===== config.mk =====
export PLATFORM = sky130hd
export DESIGN_NAME = register_bank_param
export DESIGN_NICKNAME = d
export VERILOG_FILES = /design/src/rtl/register_bank_param_pkg.sv /design/src/rtl/regbank_clear_fsm.sv /design/src/rtl/register_bank_param.sv
export SDC_FILE = /design/constraint.sdc
export NUM_CORES = 2
export LEC_CHECK = 0
export CORE_ASPECT_RATIO = 0.75
export CORE_MARGIN = 10
export CORE_UTILIZATION = 51
export CTS_BUF_LIST = sky130_fd_sc_hd__clkbuf_16
export DETAILED_ROUTE_END_ITERATION = 16
export GPL_TIMING_DRIVEN = 0
export PLACE_DENSITY = 0.68
export SLEW_MARGIN = 20
export SYNTH_ARGS = -nofsm -noshare
export SYNTH_HDL_FRONTEND = slang
export SYNTH_SLANG_ARGS = --single-unit

===== constraint.sdc =====
create_clock -name clk -period 26.6 [get_ports clk]
set_input_delay 5.32 -clock clk [delete_from_list [all_inputs] [get_ports clk]]
set_output_delay 5.32 -clock clk [all_outputs]
set_load 0.02 [all_outputs]

===== src/rtl/register_bank_param_pkg.sv =====
// Shared definitions for the parametrised register bank.
//   clr_state_e   : clear engine states (IDLE -> CLEAR -> CLR_W -> IDLE)
//   W_SEL_DEFAULT : select code for the working register W. The control-unit
//                   opcode decoder uses the same constant.
//   idx_width()   : width of a counter that walks NUM_REGS registers
package register_bank_param_pkg;

  typedef enum logic [1:0] {
    ST_IDLE  = 2'd0,
    ST_CLEAR = 2'd1,
    ST_CLR_W = 2'd2
  } clr_state_e;

  localparam int W_SEL_DEFAULT = 34;

  // Never return zero, so a one-register bank still gets a legal 1-bit index.
  function automatic int idx_width(input int n);
    return (n > 1) ? $clog2(n) : 1;
  endfunction

endpackage


===== src/rtl/regbank_clear_fsm.sv =====
// Clear engine for the register bank.
// A clr_req pulse in IDLE starts the engine. It then zeroes one GPR per cycle
// from index 0 to NUM_REGS-1, and zeroes W in a final cycle.
// Ports:
//   clk, reset  : clock and asynchronous active-high reset
//   clr_req     : single-cycle start pulse. It is ignored while the engine runs.
//   clr_busy    : high while the engine is in CLEAR or CLR_W (NUM_REGS+1 cycles)
//   clr_idx     : GPR index that is cleared this cycle
//   clr_gpr_en  : zero GPR[clr_idx] at the next edge
//   clr_w_en    : zero W at the next edge
module regbank_clear_fsm
  import register_bank_param_pkg::*;
#(
  parameter int NUM_REGS = 32,
  parameter int IDX_W    = idx_width(NUM_REGS)
) (
  input  logic             clk,
  input  logic             reset,
  input  logic             clr_req,
  output logic             clr_busy,
  output logic [IDX_W-1:0] clr_idx,
  output logic             clr_gpr_en,
  output logic             clr_w_en
);

  localparam logic [IDX_W-1:0] LAST_IDX = IDX_W'(NUM_REGS - 1);

  clr_state_e       state_q, state_d;
  logic [IDX_W-1:0] idx_q, idx_d;

  always_ff @(posedge clk or posedge reset) begin
    if (reset) begin
      state_q <= ST_IDLE;
      idx_q   <= '0;
    end else begin
      state_q <= state_d;
      idx_q   <= idx_d;
    end
  end

  always_comb begin
    state_d    = state_q;
    idx_d      = idx_q;
    clr_gpr_en = 1'b0;
    clr_w_en   = 1'b0;
    case (state_q)
      ST_IDLE: begin
        if (clr_req) begin
          state_d = ST_CLEAR;
          idx_d   = '0;
        end
      end
      ST_CLEAR: begin
        clr_gpr_en = 1'b1;
        // The counter stops at the last GPR and never wraps.
        if (idx_q == LAST_IDX) begin
          state_d = ST_CLR_W;
        end else begin
          idx_d = idx_q + IDX_W'(1);
        end
      end
      ST_CLR_W: begin
        clr_w_en = 1'b1;
        state_d  = ST_IDLE;
      end
      default: state_d = ST_IDLE;
    endcase
  end

  assign clr_busy = (state_q != ST_IDLE);
  assign clr_idx  = idx_q;

endmodule


===== src/rtl/register_bank_param.sv =====
// Parametrised general-purpose register bank.
// The bank holds NUM_REGS GPRs plus a working register W. It has two
// registered read ports, A and B, and one write port on bus C. W can also be
// loaded from memory. A clear engine zeroes the whole bank when requested.
// Ports:
//   clk, reset      : clock and asynchronous active-high reset
//   sel_a           : port A select. Only GPRs can be read; any other code reads 0.
//   sel_b           : port B select. GPRs or W_SEL; any other code reads 0.
//   sel_c, data_c   : write select and write data from bus C
//   wr_en           : write strobe
//   mr, w_in        : memory load of W. It wins over a bus-C write to W.
//   clr_req         : start pulse for the clear engine
//   clr_busy        : high while the clear engine runs. Writes and loads are
//                     ignored during this time.
//   data_a, data_b  : registered read data, 1-cycle latency, write-first bypass
//   w_out           : current W value
module register_bank_param
  import register_bank_param_pkg::*;
#(
  parameter int DATA_W   = 16,
  parameter int NUM_REGS = 32,
  parameter int SEL_W    = 6,
  parameter int W_SEL    = W_SEL_DEFAULT
) (
  input  logic              clk,
  input  logic              reset,
  input  logic [SEL_W-1:0]  sel_a,
  input  logic [SEL_W-1:0]  sel_b,
  input  logic [SEL_W-1:0]  sel_c,
  input  logic [DATA_W-1:0] data_c,
  input  logic              wr_en,
  input  logic              mr,
  input  logic [DATA_W-1:0] w_in,
  input  logic              clr_req,
  output logic              clr_busy,
  output logic [DATA_W-1:0] data_a,
  output logic [DATA_W-1:0] data_b,
  output logic [DATA_W-1:0] w_out
);

  localparam int               IDX_W      = idx_width(NUM_REGS);
  localparam logic [SEL_W-1:0] NUM_REGS_S = SEL_W'(NUM_REGS);
  localparam logic [SEL_W-1:0] W_SEL_S    = SEL_W'(W_SEL);

  logic [DATA_W-1:0] gpr_q [NUM_REGS];
  logic [DATA_W-1:0] gpr_d [NUM_REGS];
  logic [DATA_W-1:0] w_q, w_d;
  logic [DATA_W-1:0] data_a_q, data_a_d;
  logic [DATA_W-1:0] data_b_q, data_b_d;

  logic             clr_gpr_en;
  logic             clr_w_en;
  logic [IDX_W-1:0] clr_idx;

  logic wr_ok, mr_ok, wr_gpr, wr_w;

  regbank_clear_fsm #(
    .NUM_REGS (NUM_REGS),
    .IDX_W    (IDX_W)
  ) u_clear_fsm (
    .clk        (clk),
    .reset      (reset),
    .clr_req    (clr_req),
    .clr_busy   (clr_busy),
    .clr_idx    (clr_idx),
    .clr_gpr_en (clr_gpr_en),
    .clr_w_en   (clr_w_en)
  );

  always_ff @(posedge clk or posedge reset) begin
    if (reset) begin
      for (int i = 0; i < NUM_REGS; i++) begin
        gpr_q[i] <= '0;
      end
      w_q      <= '0;
      data_a_q <= '0;
      data_b_q <= '0;
    end else begin
      for (int i = 0; i < NUM_REGS; i++) begin
        gpr_q[i] <= gpr_d[i];
      end
      w_q      <= w_d;
      data_a_q <= data_a_d;
      data_b_q <= data_b_d;
    end
  end

  always_comb begin
    // Bus-C writes and memory loads are blocked while the clear engine runs.
    wr_ok  = wr_en && !clr_busy;
    mr_ok  = mr && !clr_busy;
    wr_gpr = wr_ok && (sel_c < NUM_REGS_S);
    wr_w   = wr_ok && (sel_c == W_SEL_S);

    for (int i = 0; i < NUM_REGS; i++) begin
      gpr_d[i] = gpr_q[i];
    end
    if (wr_gpr) begin
      gpr_d[sel_c[IDX_W-1:0]] = data_c;
    end
    if (clr_gpr_en) begin
      gpr_d[clr_idx] = '0;
    end

    w_d = w_q;
    if (mr_ok) begin
      w_d = w_in;
    end else if (wr_w) begin
      w_d = data_c;
    end
    if (clr_w_en) begin
      w_d = '0;
    end

    // Read ports are write-first. A write or load that takes effect at this
    // edge is forwarded to the port instead of the old contents. Clearing is
    // not forwarded, so a read during the clear returns the value before the
    // clear.
    data_a_d = '0;
    if (sel_a < NUM_REGS_S) begin
      data_a_d = (wr_gpr && (sel_c == sel_a)) ? data_c : gpr_q[sel_a[IDX_W-1:0]];
    end

    data_b_d = '0;
    if (sel_b < NUM_REGS_S) begin
      data_b_d = (wr_gpr && (sel_c == sel_b)) ? data_c : gpr_q[sel_b[IDX_W-1:0]];
    end else if (sel_b == W_SEL_S) begin
      if (mr_ok) begin
        data_b_d = w_in;
      end else if (wr_w) begin
        data_b_d = data_c;
      end else begin
        data_b_d = w_q;
      end
    end
  end

  assign data_a = data_a_q;
  assign data_b = data_b_q;
  assign w_out  = w_q;

endmodule


; Word level (Yosys, flattened, before mapping)
; Cells that the tools add are included.
[totals]
regBits = 567
in_bits = 55
out_inout_bits = 49
wordCells = 106
[classes]
addsub = 1
n_lt_le_gt_ge = 9
eq_ne = 10
muxes = 29
n_bitwise = 6
reduce_logical = 14
[ops]
columns = cell, count
row1 = $mux W512, 2
row2 = $and A512 B512 Y512, 1
row3 = $bwmux W512, 1
row4 = $not A512 Y512, 1
row5 = $mux W16, 14
row6 = $bmux W16 S5, 2
row7 = $demux W16 S5, 2
row8 = $ge A6 B6 Y1 const B, 4
row9 = $not A5 Y6, 4
row10 = $lt A6 B6 Y1 const B, 3
row11 = $eq A6 B6 Y1, 2
row12 = $eq A6 B6 Y1 const B, 2
row13 = $lt A6 B1 Y1 const B, 2
row14 = $mux W5, 2
row15 = $pmux W5 S2, 1
row16 = $logic_and A1 B1 Y1, 8
row17 = $add A5 B1 Y5 const B, 1
row18 = $eq A5 B5 Y1 const B, 1
row19 = $mux W2, 2
row20 = $ne A2 B2 Y1 const B, 2
row21 = $pmux W2 S2, 1
row22 = $reduce_bool A2 Y1, 2
row23 = $reduce_and A3 Y1, 1
row24 = $eq A2 B1 Y1 const B, 1
row25 = other kinds (6), 7

; Logic depth before layout (Yosys ltp)
[logic_depth]
word_depth = 9
mapped_depth = 9

; Hierarchy
; Synthesis repeated with hierarchy kept, for this count alone.
[hier_totals]
cells_unflattened = 2922
hier_area_um2 = 31964.4
[modules_own_cells]
columns = mod, instances, cells_per_inst, area_per_inst_um2, seq_area_each_um2
row1 = register_bank_param, 1, 2885, 31587.8, 14013.4
row2 = regbank_clear_fsm, 1, 37, 376.6, 175.2

; Worst setup path before layout
; Ideal clock, no wire load.
[synth_timing]
path_type = input to register
from = input port sel_b[0]
to = register data_b_q[10], in the netlist data_b[10]
arrival_time_ns = 7.506
required_time_ns = 26.474
slack_ns = 18.969
stages = 7
cell_sequence = buf_2 -> buf_1 -> mux4_2 -> a22o_1 -> a2111oi_0 -> a21oi_1 -> a221o_1
[synth_via]
elab_chain_len = 6
word_cells_on_any_way = 11
cone_classes = order compare (1) / eq/ne (2) / mux (6) / bitwise (1) / reduce/logical (1)
[synth_lines]
columns = element, line
row1 = from (decl), register_bank_param.sv:28  ; input logic [SEL_W-1:0] sel_b,
row2 = $not A5 Y6 (not written as such), register_bank_param.sv:126  ; data_b_d = (wr_gpr && (sel_c == sel_b)) ? data_c : gpr_q[sel_b[IDX_W-1:0]];
row3 = $bmux W16 S5, register_bank_param.sv:126
row4 = $mux W16 (not written as such) (2 in a row), register_bank_param.sv:126
row5 = $mux W16, register_bank_param.sv:126
row6 = $mux W16 (*), register_bank_param.sv:125  ; if (sel_b < NUM_REGS_S) begin
row7 = named net data_b_d[10], register_bank_param.sv:49  ; logic [DATA_W-1:0] data_b_q, data_b_d;
row8 = to (signal assigned), register_bank_param.sv:84  ; data_b_q <= data_b_d;
row9 = to (decl), register_bank_param.sv:49
; Mark *: on every way through the listed nets, which the timed path passes. The rest lies on a longest branch. The select of a mux whose other input is x is not followed.
; A chain may end at the register's enable or synchronous reset.

; Worst setup path in the final report
[layout_timing]
from = input port sel_a[1]
to = register data_a_q[1], in the netlist data_a[1]
[layout_via]
elab_chain_len = 6
word_cells_on_any_way = 9
cone_classes = order compare (1) / eq/ne (1) / mux (5) / bitwise (1) / reduce/logical (1)
[layout_lines]
columns = element, line
row1 = from (decl), register_bank_param.sv:27  ; input logic [SEL_W-1:0] sel_a,
row2 = $not A5 Y6 (not written as such), register_bank_param.sv:121  ; data_a_d = (wr_gpr && (sel_c == sel_a)) ? data_c : gpr_q[sel_a[IDX_W-1:0]];
row3 = $bmux W16 S5, register_bank_param.sv:121
row4 = $mux W16 (not written as such) (2 in a row), register_bank_param.sv:121
row5 = $mux W16, register_bank_param.sv:121
row6 = $mux W16 (*), register_bank_param.sv:120  ; if (sel_a < NUM_REGS_S) begin
row7 = named net data_a_d[1], register_bank_param.sv:48  ; logic [DATA_W-1:0] data_a_q, data_a_d;
row8 = to (signal assigned), register_bank_param.sv:83  ; data_a_q <= data_a_d;
row9 = to (decl), register_bank_param.sv:48
; Marked as above.

==> results_dict.tcl <==
set metrics [dict create \
    wire_per_inst_um 33.80 \
    cts.sinks 567 \
    hold_viol 0 \
    ir_worst_vdd_mv 0.04602 \
    endpoint_kind "flip-flop" \
    power_frac_seq 0.437 \
    cts_resized 0 \
    synth-simple-area-share 0.1206 \
    yosys_warnings 0 \
    gr-total-overflow 0 \
    ys_seq_area_frac 0.4480 \
    ctsHoldBuffers 0 \
    dp_hpwl_um 100100 \
    powerDensity_mw_per_mm2 61.98 \
    die_area_mm2 0.07256 \
    startpoint_type "input pin" \
    cts_max_level 2 \
    core_area_mm2 0.06178 \
    finalCritPeriodShare 0.3512 \
    ys_ff_latch 567 \
    drt_iter0_drc 3937 \
    final_max_slew_viol_count 0 \
    post_cts_buffers 0 \
    io_buffers 80 \
    synth_cell_types 56 \
    vias 27050 \
    p_leak_uw 0.01523 \
    crit_arrival_ns 9.75 \
    fmax_ghz 0.1071 \
    gp_congestion 1.061 \
    cts_tree "built" \
    synth_ff_type "dfrtp_1" \
    worstPathMaxFanout 10 \
    grt_pass1_vias 26240 \
    fin_nets 3103 \
    synth_edf_count 0 \
    rsz0062_at_grt "false" \
    ant_nets 0 \
    min-delay-path-class "flip-flop to flip-flop" \
    drc 0 \
    cts_buffer_depth 3 \
    status "completed" \
    finalPower_uw 2207 \
    syn_nets 2952 \
    setup_viol 0 \
    p_sw_frac 0.3272 \
    drive_above_1_share 0.1426 \
    combPwrFrac 0.196 \
    postSynthAreaPerCell_um2 10.95 \
    layout_common_cells "dfrtp_1, mux2i_1, nor2_1" \
    worstPathRequired_ns 27.01 \
    cts-buffers-inserted 58 \
    synthesis.area_mm2 0.03167 \
    worstPathCellList "clkdlybuf4s50_1, buf_2, buf_1, clkbuf_1, mux4_2, a22oi_1, a21oi_1, o21ai_0, o21ai_0" \
    clk_latency_ns 0.66 \
    grt_max_degree 107 \
    rows 79 \
    crit_top_cell "o21ai_0" \
    drtPass1Iterations 5 \
    muxShareOfSynthArea 0.2878 \
    clock_power_share 0.367 \
    die_w_um 307.7 \
    worst_hold_slack_ns 0.5403 \
    start_util 0.5126 \
    cpPeakStageDelay_ns 0.86 \
    ios 104 \
    synth_top_family_by_area "multiplexers" \
    grt_pass1_wl_um 188500 \
    max_cap_violations 0 \
    vias_per_cell 6.918 \
    wirelength_um 132200 \
    grt_usage 0.3577 \
    worst_pin_slew_ns 1.265 \
    synthArstFlopShare 1.000 \
    slew_headroom 0.1543 \
    antenna_found_initial 4 \
    synthXorXnorAreaFrac 0.002766 \
    synth_adder_area_share 0.001976 \
    fin_worst_skew_ns 0.04076 \
    root_buffer "clkbuf_16" \
    crit_slowest_cell "clkbuf_1" \
    synth_cells 2892 \
    internal-power_uw 1485 \
    final.min_clock_period_ns 9.341 \
    power.net_switching_uw 722.1 \
    syn_to_final_growth_pct 12.45 \
    die_y_um 235.8 \
    path_clk_slew_ns 0.07 \
    synth_compound_area_frac 0.09506 \
    crit_type "input pin to flip-flop" \
    layout_commonest_cell "dfrtp_1" \
]
## synth_stat cells, drive strengths merged (3+ instances only)
| cell type | n | area, um2 |
|---|---|---|
| nor2b | 10 | 62.56 |
| nand3 | 203 | 1021 |
| o22ai | 15 | 93.84 |
| o21ai | 48 | 240.2 |
| mux2i | 403 | 4034 |
| and2 | 3 | 18.77 |
| xor2 | 10 | 87.58 |
| inv | 23 | 86.33 |
| a2111oi | 15 | 131.4 |
| nor3 | 9 | 83.83 |
| a22oi | 76 | 570.6 |
| nor2 | 393 | 1578 |
| a211oi | 15 | 112.6 |
| or4b | 3 | 33.78 |
| nor4b | 3 | 38.79 |
| o221ai | 15 | 131.4 |
| buf | 102 | 558.0 |
| a22o | 20 | 175.2 |
| nand3b | 4 | 30.03 |
| a221o | 16 | 160.2 |
| a21oi | 269 | 1346 |
| mux4 | 225 | 5067 |
| ha | 5 | 62.56 |
| nand2 | 218 | 818.3 |
| clkbuf | 198 | 743.2 |
| dfrtp | 567 | 14190 |
| nand4 | 3 | 18.77 |
## cell families after synthesis
group / after synthesis
and+or+nand+nor: 863
AOI/OAI and AO/OA: 495
buffers and inverters: 323
adders and majority gates: 5
xor gates and xnor gates: 10
muxes: 629
DFF: 567
## worst max-delay path, delay by kind of cell
kind	cells	cell delay, ns
muxes	1	0.47
AOI/OAI and AO/OA	4	1.34
buffers and inverters	4	2.59
## final timing paths
path / startpoint / end / slack, ns / cells after the start
worst max register to register: u_clear_fsm.state_q[1] / gpr_q[44] / 23.06 / 8
worst min register to register: gpr_q[279] / gpr_q[279] / 0.54 / 2
max in group asynchronous: reset / gpr_q[121] / 20.24 / 4
worst min-delay path: gpr_q[279] / gpr_q[279] / 0.54 / 2
worst max-delay path: sel_a[1] / data_a[1] / 17.26 / 9
min in group asynchronous: reset / gpr_q[417] / 5.01 / 2
## metal layers
metal  vias up  global-route usage  part of all wire
met5         -            0.006152           0.00054
met4         4              0.1549             0.050
met3       350              0.1357              0.15
met2      2050              0.4994              0.41
met1     13770              0.4908              0.39
li1      10880                   -                 -
## through the flow
| step | worst slack [ns] | std cells | instance area (um2) | TNS (ns) | util |
|---|---|---|---|---|---|
| after floorplan | 5.421 | 2892 | 31670 | 0 | - |
| after global placement | -0.8377 | 3782 | 33480 | -426.57 | 0.5420 |
| after detailed placement | 16.92 | 3792 | 33750 | 0 | 0.5463 |
| after CTS | 17.57 | 3901 | 35560 | 0 | 0.5756 |
| after global routing | 17.28 | 3902 | 35590 | 0 | 0.5761 |
| final | 17.26 | 3910 | 35610 | 0 | 0.5764 |
## layout make-up
cell class / instances / area (um2)
Multi-Input combinational cell: 2002 / 16170
Buffer: 300 / 1313
Clock inverter: 51 / 360.3
Timing Repair Buffer: 91 / 1002
Clock buffer: 58 / 1451
Sequential cell: 567 / 14190
Fill cell: 5105 / 26170
Tap cell: 810 / 1013
Antenna cell: 8 / 20.02
Inverter: 23 / 93.84
## sequential cells by signal, summed over array words and instances, names as in the netlist
register             count
u_clear_fsm.clr_idx      5
w_out                   16
data_b                  16
u_clear_fsm.state_q      2
data_a                  16
gpr_q                  512
## power by group through the flow
stage               Combinational, uW  Clock [uW]  Sequential (uW)
detailed placement                416           0              977
global placement                  404           0              976
CTS                               417         812              962
finish                            432         811              964
floorplan                         228           0              974
global route                      450         849              967
Note: power is estimated with default switching activity, not from simulation.
